### config.mk
export PLATFORM = sky130hd
export DESIGN_NAME = trig_pulse_gen
export DESIGN_NICKNAME = d
export VERILOG_FILES = /design/src/rtl/trig_pulse_gen_pkg.sv /design/src/rtl/trig_pulse_gen_dn_counter.sv /design/src/rtl/trig_pulse_gen.sv
export SDC_FILE = /design/constraint.sdc
export NUM_CORES = 1
export LEC_CHECK = 0
export ABC_AREA = 1
export CAP_MARGIN = 10
export CELL_PAD_IN_SITES_DETAIL_PLACEMENT = 1
export CELL_PAD_IN_SITES_GLOBAL_PLACEMENT = 1
export CORE_MARGIN = 2
export CORE_UTILIZATION = 30
export DETAILED_ROUTE_END_ITERATION = 8
export PLACE_DENSITY_LB_ADDON = 0.08
export SLEW_MARGIN = 10
export SYNTH_ARGS = -nofsm -noshare
export SYNTH_HDL_FRONTEND = slang
export SYNTH_SLANG_ARGS = --single-unit
### constraint.sdc
create_clock -name clk -period 2.9 [get_ports clk]
set_clock_uncertainty 0.05 [all_clocks]
set_input_delay 0.725 -clock clk [delete_from_list [all_inputs] [get_ports clk]]
set_output_delay 0.725 -clock clk [all_outputs]
set_load 0.01 [all_outputs]
### src/rtl/trig_pulse_gen_pkg.sv
// Shared definitions for the trigger pulse generator: state encoding and default counter widths.
package trig_pulse_gen_pkg;

  localparam int unsigned DLY_W_DEF = 16;
  localparam int unsigned WID_W_DEF = 16;

  typedef enum logic [1:0] {
    ST_IDLE  = 2'd0,
    ST_DELAY = 2'd1,
    ST_HIGH  = 2'd2
  } state_e;

endpackage

### src/rtl/trig_pulse_gen_dn_counter.sv
// Loadable down counter that stops at zero and flags a terminal count of one.
module trig_pulse_gen_dn_counter
  import trig_pulse_gen_pkg::*;
#(
  parameter int unsigned W = DLY_W_DEF
) (
  input  logic         clk,
  input  logic         Reset,
  input  logic         load,
  input  logic [W-1:0] load_val,
  input  logic         en,
  output logic         tc_c
);

  logic [W-1:0] cnt;

  // Load takes priority over counting; the count never wraps below zero.
  always_ff @(posedge clk) begin
    if (Reset) begin
      cnt <= '0;
    end else if (load) begin
      cnt <= load_val;
    end else if (en && (cnt != '0)) begin
      cnt <= cnt - W'(1);
    end
  end

  assign tc_c = (cnt == W'(1));

endmodule

### src/rtl/trig_pulse_gen.sv
// Start-strobe driven trigger generator: programmable delay, then a level held high
// for a programmable number of cycles, with done/overrun status pulses.
module trig_pulse_gen
  import trig_pulse_gen_pkg::*;
#(
  parameter int unsigned DLY_W = DLY_W_DEF,
  parameter int unsigned WID_W = WID_W_DEF
) (
  input  logic             clk,
  input  logic             Reset,
  input  logic             start,
  input  logic [DLY_W-1:0] delay,
  input  logic [WID_W-1:0] width,
  output logic             trig_out,
  output logic             busy,
  output logic             done,
  output logic             overrun
);

  state_e           state;
  state_e           state_nxt;
  logic             trig_nxt;
  logic             done_nxt;
  logic             overrun_nxt;
  logic             load;
  logic             dly_tc_c;
  logic             wid_tc_c;
  logic [WID_W-1:0] width_eff_c;

  // A zero width still produces a one-cycle pulse.
  assign width_eff_c = (width == '0) ? WID_W'(1) : width;

  trig_pulse_gen_dn_counter #(.W(DLY_W)) u_dly_cnt (
    .clk      (clk),
    .Reset    (Reset),
    .load     (load),
    .load_val (delay),
    .en       (state == ST_DELAY),
    .tc_c     (dly_tc_c)
  );

  trig_pulse_gen_dn_counter #(.W(WID_W)) u_wid_cnt (
    .clk      (clk),
    .Reset    (Reset),
    .load     (load),
    .load_val (width_eff_c),
    .en       (state == ST_HIGH),
    .tc_c     (wid_tc_c)
  );

  always_ff @(posedge clk) begin
    if (Reset) begin
      state    <= ST_IDLE;
      trig_out <= 1'b0;
      done     <= 1'b0;
      overrun  <= 1'b0;
    end else begin
      state    <= state_nxt;
      trig_out <= trig_nxt;
      done     <= done_nxt;
      overrun  <= overrun_nxt;
    end
  end

  // Next-state and next-output decode; counters reach 1 on the last cycle of each phase.
  always_comb begin
    state_nxt   = state;
    trig_nxt    = trig_out;
    done_nxt    = 1'b0;
    overrun_nxt = 1'b0;
    load        = 1'b0;
    case (state)
      ST_IDLE: begin
        trig_nxt = 1'b0;
        if (start) begin
          load = 1'b1;
          if (delay == '0) begin
            state_nxt = ST_HIGH;
            trig_nxt  = 1'b1;
          end else begin
            state_nxt = ST_DELAY;
          end
        end
      end
      ST_DELAY: begin
        overrun_nxt = start;
        if (dly_tc_c) begin
          state_nxt = ST_HIGH;
          trig_nxt  = 1'b1;
        end
      end
      ST_HIGH: begin
        overrun_nxt = start;
        trig_nxt    = 1'b1;
        if (wid_tc_c) begin
          state_nxt = ST_IDLE;
          trig_nxt  = 1'b0;
          done_nxt  = 1'b1;
        end
      end
      default: begin
        state_nxt = ST_IDLE;
        trig_nxt  = 1'b0;
      end
    endcase
  end

  assign busy = (state != ST_IDLE);

endmodule

== Yosys cells after proc, flatten, opt, wreduce, memory -nomap -nowiden ==
Cells that the tools add are included.

* Bits in writable memories: 0
* Bits in read-only memories: 0
* Memories kept: 0
* Bits in registers: 37
* Latch bits: 0
* Output and inout port bits: 4

* $lt $le $gt $ge: 0
* $mul: 0
* Bitwise gates (word level): 2
* Reduce and logical (&&, ||, !) cells: 14
* Multiplexer cells: 18
* Add/subtract/negate cells: 2
* Divide/modulo/power cells: 0
* Shift operators: 0
* Equality and inequality tests: 7

{| class="wikitable"
|+ Operators by type and width
! kind !! count
|-
| $mux W16 || 5
|-
| $eq A16 B1 Y1 const B || 2
|-
| $logic_not A16 Y1 || 2
|-
| $reduce_bool A16 Y1 || 2
|-
| $sub A16 B1 Y16 const B || 2
|-
| $mux W2 || 4
|-
| $mux W1 || 7
|-
| $ne A2 B2 Y1 const B || 3
|-
| $pmux W2 S3 || 1
|-
| $reduce_bool A2 Y1 || 3
|-
| $reduce_or A2 Y1 || 3
|-
| $pmux W1 S3 || 1
|-
| $reduce_and A3 Y1 || 1
|-
| $eq A2 B1 Y1 const B || 1
|-
| $eq A2 B2 Y1 const B || 1
|-
| $logic_and A1 B1 Y1 || 2
|-
| $logic_not A2 Y1 || 1
|-
| $not A1 Y1 || 2
|}

== Logic depth before layout (Yosys ltp) ==
Gate-level depths: netlist of run 1.

* Depth after elaboration: 4
* Depth in mapped cells: 12

== By module ==
From an unflattened synthesis of run 1, not the netlist that was laid out.

* Cell total of the unflattened synthesis: 502
* Area total of the unflattened synthesis: 2,940.3 um^2

{| class="wikitable"
|+ Modules (own cells, without submodules)
! module !! area an instance (um^2) !! instances !! cells an instance !! seq. area each (um^2)
|-
| trig_pulse_gen_dn_counter (u_dly_cnt) || 1,267.5 || 1 || 213 || 320.3
|-
| trig_pulse_gen_dn_counter (u_wid_cnt) || 1,231.2 || 1 || 211 || 320.3
|-
| trig_pulse_gen || 441.7 || 1 || 78 || 100.1
|}

== Worst setup path after synthesis of run 1 ==
OpenSTA, ideal clock, no wires.

* Path kind: in2reg
* Start: input start
* End: register u_wid_cnt.cnt[10]
* Required time: 2.735 ns
* Stages on the path: 6
* Path buffers: 1
* Arrival: 1.524 ns
* Library setup time: 0.115 ns
* Path slack: 1.212 ns
* Cell sequence: nand2_2 > inv_2 > buf_1 > nand2_1 > a21oi_1 > nor2_1

* Word-level cells in the longest chain between the ends: 3
* Elaborated cells between the ends (all ways): 4
* Those cells by class: mux (3); reduce/logical (1)

{| class="wikitable"
|+ RTL lines
! item !! line !! text
|-
| start, declared || trig_pulse_gen.sv:11 || <nowiki>input logic start,</nowiki>
|-
| $mux W1 (*) || trig_pulse_gen.sv:75 || <nowiki>if (start) begin</nowiki>
|-
| $mux W1 (*) || trig_pulse_gen.sv:72 || <nowiki>case (state)</nowiki>
|-
| $mux W16 / $reduce_bool A2 Y1 (equally long branches) || - ||
|-
| end signal, assigned || trig_pulse_gen_dn_counter.sv:22 || <nowiki>cnt <= load_val;</nowiki>
|-
| end signal, assigned || trig_pulse_gen_dn_counter.sv:24 || <nowiki>cnt <= cnt - W'(1);</nowiki>
|-
| end, declared || trig_pulse_gen_dn_counter.sv:15 || <nowiki>logic [W-1:0] cnt;</nowiki>
|}

Mark *: on every way between the ends. The rest lies on a longest branch, timed or not.
A chain may end at the register's enable or synchronous reset.

== Worst setup path in the final report of run 1 ==
* Start: register state[0]
* End: output busy

* Word-level cells in the longest chain between the ends: 1

{| class="wikitable"
|+ RTL lines
! item !! line !! text
|-
| start, declared || trig_pulse_gen.sv:20 || <nowiki>state_e state;</nowiki>
|-
| start signal, assigned || trig_pulse_gen.sv:58 || <nowiki>state <= state_nxt;</nowiki>
|-
| $reduce_bool A2 Y1 || trig_pulse_gen.sv:108 || <nowiki>assign busy = (state != ST_IDLE);</nowiki>
|-
| end, declared || trig_pulse_gen.sv:15 || <nowiki>output logic busy,</nowiki>
|}

Every way passes these cells.

==> metrics.md, run 1 <==
| Metric | Value |
|---|---|
| Peak VDD IR | about 0.33 mV |
| Starting density of the core | 0.306 |
| Hold wc startpoint | u_wid_cnt.cnt[15]$_SDFFE_PP0P_ |
| Post-DR wirelength/cell | about 14 um |
| CTS Buf Count | 5 |
| Register area | ~740 um^2 |
| Top post-synthesis cells by count | nand2_1, nor2_1, inv_1, nand3_1, dfxtp_1 |
| Slew margin rel. | 0.558 |
| Post-route DRC | 0 |
| WHS | ~440 ps |
| Multi-input logic area | 1640 um^2 |
| Crit end category | output port |
| Clock Latency Late Sink | 300 ps |
| Nets | between 500 and 600 |
| PwrDens | ~1000 nW/um^2 |
| Ys flop type | dfxtp_1 |
| Final Cycle Share | 0.827 |
| Final GP Congestion | a little under 0.8 |
| Most frequent cell after synthesis | nand2_1 |
| Fillers | around 1.2k |
| Avg Cell Area, Syn | around 6.0 um^2 |
| P&R area growth vs syn | 21.5% |
| Root Buffer | clkbuf_8 |
| PortBufs | 38 |
| Initial DRC Count | 48 |
| Number of antenna violations at the first check in global routing | 0 |
| R2R cell count | 10 |
| Die height | around 98 um |
| Final TNS setup | 0 ps |
| Clock Sinks | 37 |
| Critical-path top delay cell | clkdlybuf4s50_1 |
| Setup repair bufs after CTS | 0 |
| DIE AREA | 9570 um^2 |
| Worst-Margin Slew | approximately 660 ps |
| Antenna-violating nets left | 0 |
| Vias in the first global route | about 2.9k |
| Cell row count | 34 |
| Hold bufs inserted after CTS | 0 |
| Max Clk Rate | approximately 0.42 GHz |
| Sequential share of the synthesized area | 0.281 |
| Largest net degree at the start of global routing | 37 |
| Synth Register Bits | 37 |
| Antenna Cells | 0 |
| Vias post-DR | ~2.8k |
| Worst-path fanout max | 4 |
| Post-DP HPWL | 6.20 mm |
| Tot Pwr | roughly 3.3 mW |
| Synth area leader | dfxtp_1 |
| Critical Path AT | approximately 1600 ps |
| Hold path depth | 2 |
| Global-route wire length before repair | 14.1 mm |
| H-tree depth | 2 |
| Hold Fails Final Rpt | 0 |
| Placement Setup Slack | 526 ps |
| Via/cell ratio | 4.74 |
| Cells after Synth | around 440 |
| Worst-path cell chain | inv_1, ha_1, inv_1, clkdlybuf4s50_1 |
| Max cap viols | 0 |
| Worst hold path class | flop to flop |
| Layout cell share with drive strength beyond 1 | 0.0653 |
| Synth top area share | 0.281 |
| CP Class | flop to output port |
| Synth async-reset ratio | 0 |
| CTS max path bufs | 2 |
| Post-CTS Resized | 0 |
| Gr ovfl total | 0 |
| EDFF count, synth | 0 |
| Cell mode on critical path | inv_1 |
| Largest cells by area after synthesis | dfxtp_1, nand2_1, nor2_1, nand3_1, inv_1 |
| Lkg Pwr | between 1 and 1.5 nW |
| # setup viols final | 0 |
| Total number of yosys warnings | 0 |
| Util after Layout | 0.371 |
| Crit path required time | roughly 2100 ps |
| Worst setup margin | 502 ps |
| IO Pins | 39 |
| Crit start category | flop |
| Final wirelength | a little over 8 mm |
| Tot GR Track Use | 0.183 |
| CP Launch Point | state[0]$_SDFFE_PP0P_ |
| Synth cell types | 29 |
| RSZ-0062 raised after global routing | no |
| CTS tree | done |
| Netlist Area Pre-Place | 2640 um^2 |
| Syn nets | 480 |
| Reg-to-reg startpoint | u_wid_cnt.cnt[0]$_SDFFE_PP0P_ |
| CP max stage delay | approximately 540 ps |
| Status | finished, final reports clean |
| Reg clk slew, reported paths | about 70 ps |
| Final min period | around 2400 ps |
| Drt first pass iters | 4 |
| Core footprint | 8640 um^2 |
| Chip width | roughly 98 um |
| Max-slew violations | 0 |
[sequential cells by signal (all words and copies together) (netlist names)]
register and cells:
state 2, trig_out 1, u_wid_cnt.cnt 16, done 1, u_dly_cnt.cnt 16, overrun 1
[layout make-up]
cell class | instances | share of cell area
Clock buffer | 8 | 0.0250
Timing Repair Buffer | 41 | 0.130
Inverter | 53 | 0.0624
Tap cell | 108 | 0.0421
Multi-Input combinational cell | 336 | 0.510
Sequential cell | 37 | 0.231
[placed cells by master (no fill, tap or decap), types with 2 or more instances in the layout]
cell type        count
clkbuf_8             5
inv_1               50
a21oi_1             36
clkdlybuf4s50_1     38
nand2_4              2
nor2_4               3
buf_4                2
dfxtp_1             37
nor2_2               5
nand2_2              7
o21ai_0              6
ha_1                 8
and2_1               2
inv_2                2
xnor2_1              2
nor3_1               3
nand3b_1             3
nor2_1              79
or2_2                3
nand4_1              3
nand3_1             47
nand2_1            100
xor2_1               9
o21ai_1             14
clkbuf_1             3
[final timing paths]
path	slack [ps]	to
worst min-delay path	440	u_wid_cnt.cnt[15]$_SDFFE_PP0P_
worst max register to register	970	u_wid_cnt.cnt[10]$_SDFFE_PP0P_
worst max-delay path	500	busy
worst min register to register	440	u_wid_cnt.cnt[15]$_SDFFE_PP0P_
[stage by stage]
| step | area, um^2 | instances |
|---|---|---|
| finish | 3210 | 583 |
| global route | 3210 | 583 |
| CTS | 3210 | 583 |
| detailed placement | 3130 | 575 |
| global placement | 3130 | 575 |
| floorplan | 2640 | 437 |
[cell families after synthesis]
family,after synthesis,synth area share
simple gates,257,0.427
fa+ha+maj,8,0.0379
xor+xnor,11,0.0365
buf+inv,64,0.100
flops,37,0.281
compound gates,60,0.118
[worst max-delay path, delay by kind of cell (launching register included)]
| family | cells | cell delay, ps |
|---|---|---|
| buffers and inverters | 3 | 710 |
| flip-flops | 1 | 390 |
| adder cells (fa/ha/maj) | 1 | 220 |
[per-layer routing]
| layer | share of wire | global-route usage | up-vias |
|---|---|---|---|
| met3 | 0.016 | 0.0236 | 7 |
| met4 | 0.0098 | 0.0481 | 0 |
| met5 | 0 | 0 | - |
| met2 | 0.52 | 0.335 | 20 |
| li1 | - | - | 1454 |
| met1 | 0.46 | 0.225 | 1285 |
[where the power goes]
group | leakage, nW | internal, mW | switching, mW
combinational | 1.11 | 0.727 | 1.25
sequential | 0.305 | 0.696 | 0.219
clock | 0.0395 | 0.171 | 0.194
total | 1.45 | 1.59 | 1.67
No activity file was read; power rests on OpenSTA's default activity.
==> run 2: changes to the inputs <==
clock period = 2.22 ns   (was 2.9 ns; I/O delays follow)
==> run 2 against run 1 <==
Effect of this change:
- flip-flop and latch count unchanged
- clock power up 33%
- combinational power up 35%
- critical path type is now flop to flop
- global-route usage grew 0.51 points
- worst setup slack lost 210 ps
- via count grew 4.0%
- worst hold slack worse by 2.5 ps
- total power up 34%
- sequential share of layout area down 0.17 points
- clock-buffer cell count is the same
- non-clock buffer count up 4
==> metrics.md, run 2 (synthesis gave the netlist of run 1 again) <==
| Metric | Value |
|---|---|
| Status | finished, final reports clean |
| Max-slew violations | 0 |
| Max cap viols | 0 |
| Global-route wire length before repair | about 15 mm |
| R2R cell count | 10 |
| Cell row count | 34 |
| Vias post-DR | between 2k and 3k |
| Gr ovfl total | 0 |
| Die height | 97.8 um |
| Peak VDD IR | 0.367 mV |
| Commonest non-fill, non-tap cell in the layout | nand2_1 |
| Worst-Margin Slew | between 400 and 500 ps |
| Final Cycle Share | 0.867 |
| Reg clk slew, reported paths | 80 ps |
| CP Class | flop to flop |
| Most frequent cells in the layout | nand2_1, nor2_1, inv_1 |
| Tot Pwr | 4.36 mW |
| Crit path required time | 2360 ps |
| Tot GR Track Use | 0.188 |
| Core footprint | 8640 um^2 |
| Fillers | roughly 1.2k |
| Worst-path fanout max | 12 |
| Worst setup margin | between 200 and 300 ps |
| PwrDens | roughly 1300 nW/um^2 |
| Final min period | between 1500 and 2000 ps |
| Starting density of the core | 0.306 |
| Slew margin rel. | 0.707 |
| Max Clk Rate | 0.520 GHz |
| Initial DRC Count | 57 |
| Post-DP HPWL | 6.51 mm |
| IO Pins | 39 |
| Post-route DRC | 0 |
| Final GP Congestion | between 0.7 and 0.8 |
| Worst hold path class | flop to flop |
| Antenna Cells | 0 |
| Regs by FF count | u_dly_cnt.cnt (16), u_wid_cnt.cnt (16), state (2) |
| Final TNS setup | 0 ps |
| Antenna-violating nets left | 0 |
| Root Buffer | clkbuf_8 |
| CTS max path bufs | 2 |
| Post-DR wirelength/cell | approximately 15 um |
| CTS tree | done |
| Lkg Pwr | around 1.5 nW |
| P&R area growth vs syn | 22.8% |
| Hold path depth | 2 |
| Clock Latency Late Sink | 300 ps |
| PortBufs | 38 |
| Final wirelength | ~8.6 mm |
| Hold Fails Final Rpt | 0 |
| Placement Setup Slack | between 100 and 150 ps |
| Nets | 521 |
| H-tree depth | 2 |
| Crit end category | flop |
| # setup viols final | 0 |
| Via/cell ratio | slightly below 5 |
| Drt first pass iters | 4 |
| Layout cell share with drive strength beyond 1 | 0.0772 |
| CTS Buf Count | 5 |
| Vias in the first global route | between 3k and 4k |
| Number of antenna violations at the first check in global routing | 0 |
| Chip width | a little under 100 um |
| Crit start category | flop |
| DIE AREA | around 9600 um^2 |
| Clock Sinks | 37 |
| RSZ-0062 raised after global routing | no |
| Critical Path AT | a little over 2000 ps |
| Largest net degree at the start of global routing | 22 |
==> run 2: final timing paths <==
kind,startpoint,endpoint,slack (ps)
worst max-delay path,u_dly_cnt.cnt[0]$_SDFFE_PP0P_,u_dly_cnt.cnt[6]$_SDFFE_PP0P_,300
worst min-delay path,u_wid_cnt.cnt[15]$_SDFFE_PP0P_,u_wid_cnt.cnt[15]$_SDFFE_PP0P_,440
worst max register to register,u_dly_cnt.cnt[0]$_SDFFE_PP0P_,u_dly_cnt.cnt[6]$_SDFFE_PP0P_,300
worst min register to register,u_wid_cnt.cnt[15]$_SDFFE_PP0P_,u_wid_cnt.cnt[15]$_SDFFE_PP0P_,440
==> run 2: area by class of cell <==
| cell class | instances | area, um^2 | share of cell area |
|---|---|---|---|
| Timing Repair Buffer | 45 | 448 | 0.138 |
| Sequential cell | 37 | 743 | 0.229 |
| Tap cell | 108 | 135 | 0.0417 |
| Multi-Input combinational cell | 336 | 1640 | 0.504 |
| Clock buffer | 8 | 80.1 | 0.0247 |
| Inverter | 53 | 200 | 0.0618 |
==> run 2: critical path, cell delays in order (launching register included) <==
cell and delay, ps:
dfxtp_1 430, inv_1 90, ha_1 240, nand2_2 140, nor2_4 80, nand2_2 80, nand2_4 100, nor2_4 290
inv_2 80, nor2_1 160, nor2_1 70
==> run 2: power breakdown <==
group	switching, mW	internal (mW)	total (mW)
clock network	0.261	0.224	0.484
registers	0.286	0.913	1.20
logic	1.70	0.980	2.68
==> run 2: stage by stage <==
| step | area, um^2 | hold slack, ps | utilization | std cells |
|---|---|---|---|---|
| global placement | 3160 | 422 | 0.366 | 579 |
| CTS | 3240 | 445 | 0.375 | 587 |
| finish | 3240 | 441 | 0.375 | 587 |
| global route | 3240 | 473 | 0.375 | 587 |
| floorplan | 2640 | 408 | - | 437 |
| detailed placement | 3160 | 432 | 0.366 | 579 |
==> run 2: routing by layer <==
layer | vias to the layer above | part of all wire | GRT usage
li1 | 1461 | - | -
met1 | 1375 | 0.45 | 0.231
met2 | 33 | 0.51 | 0.346
met3 | 9 | 0.023 | 0.0258
met4 | 0 | 0.011 | 0.0438
met5 | - | 0 | 0
==> run 2: repair_timing <==
item                       CTS  global route
hold endpoints to repair     0             0
gates resized for setup      1             2
hold buffers                 0             0
setup buffers                0             0
setup endpoints to repair    1             1
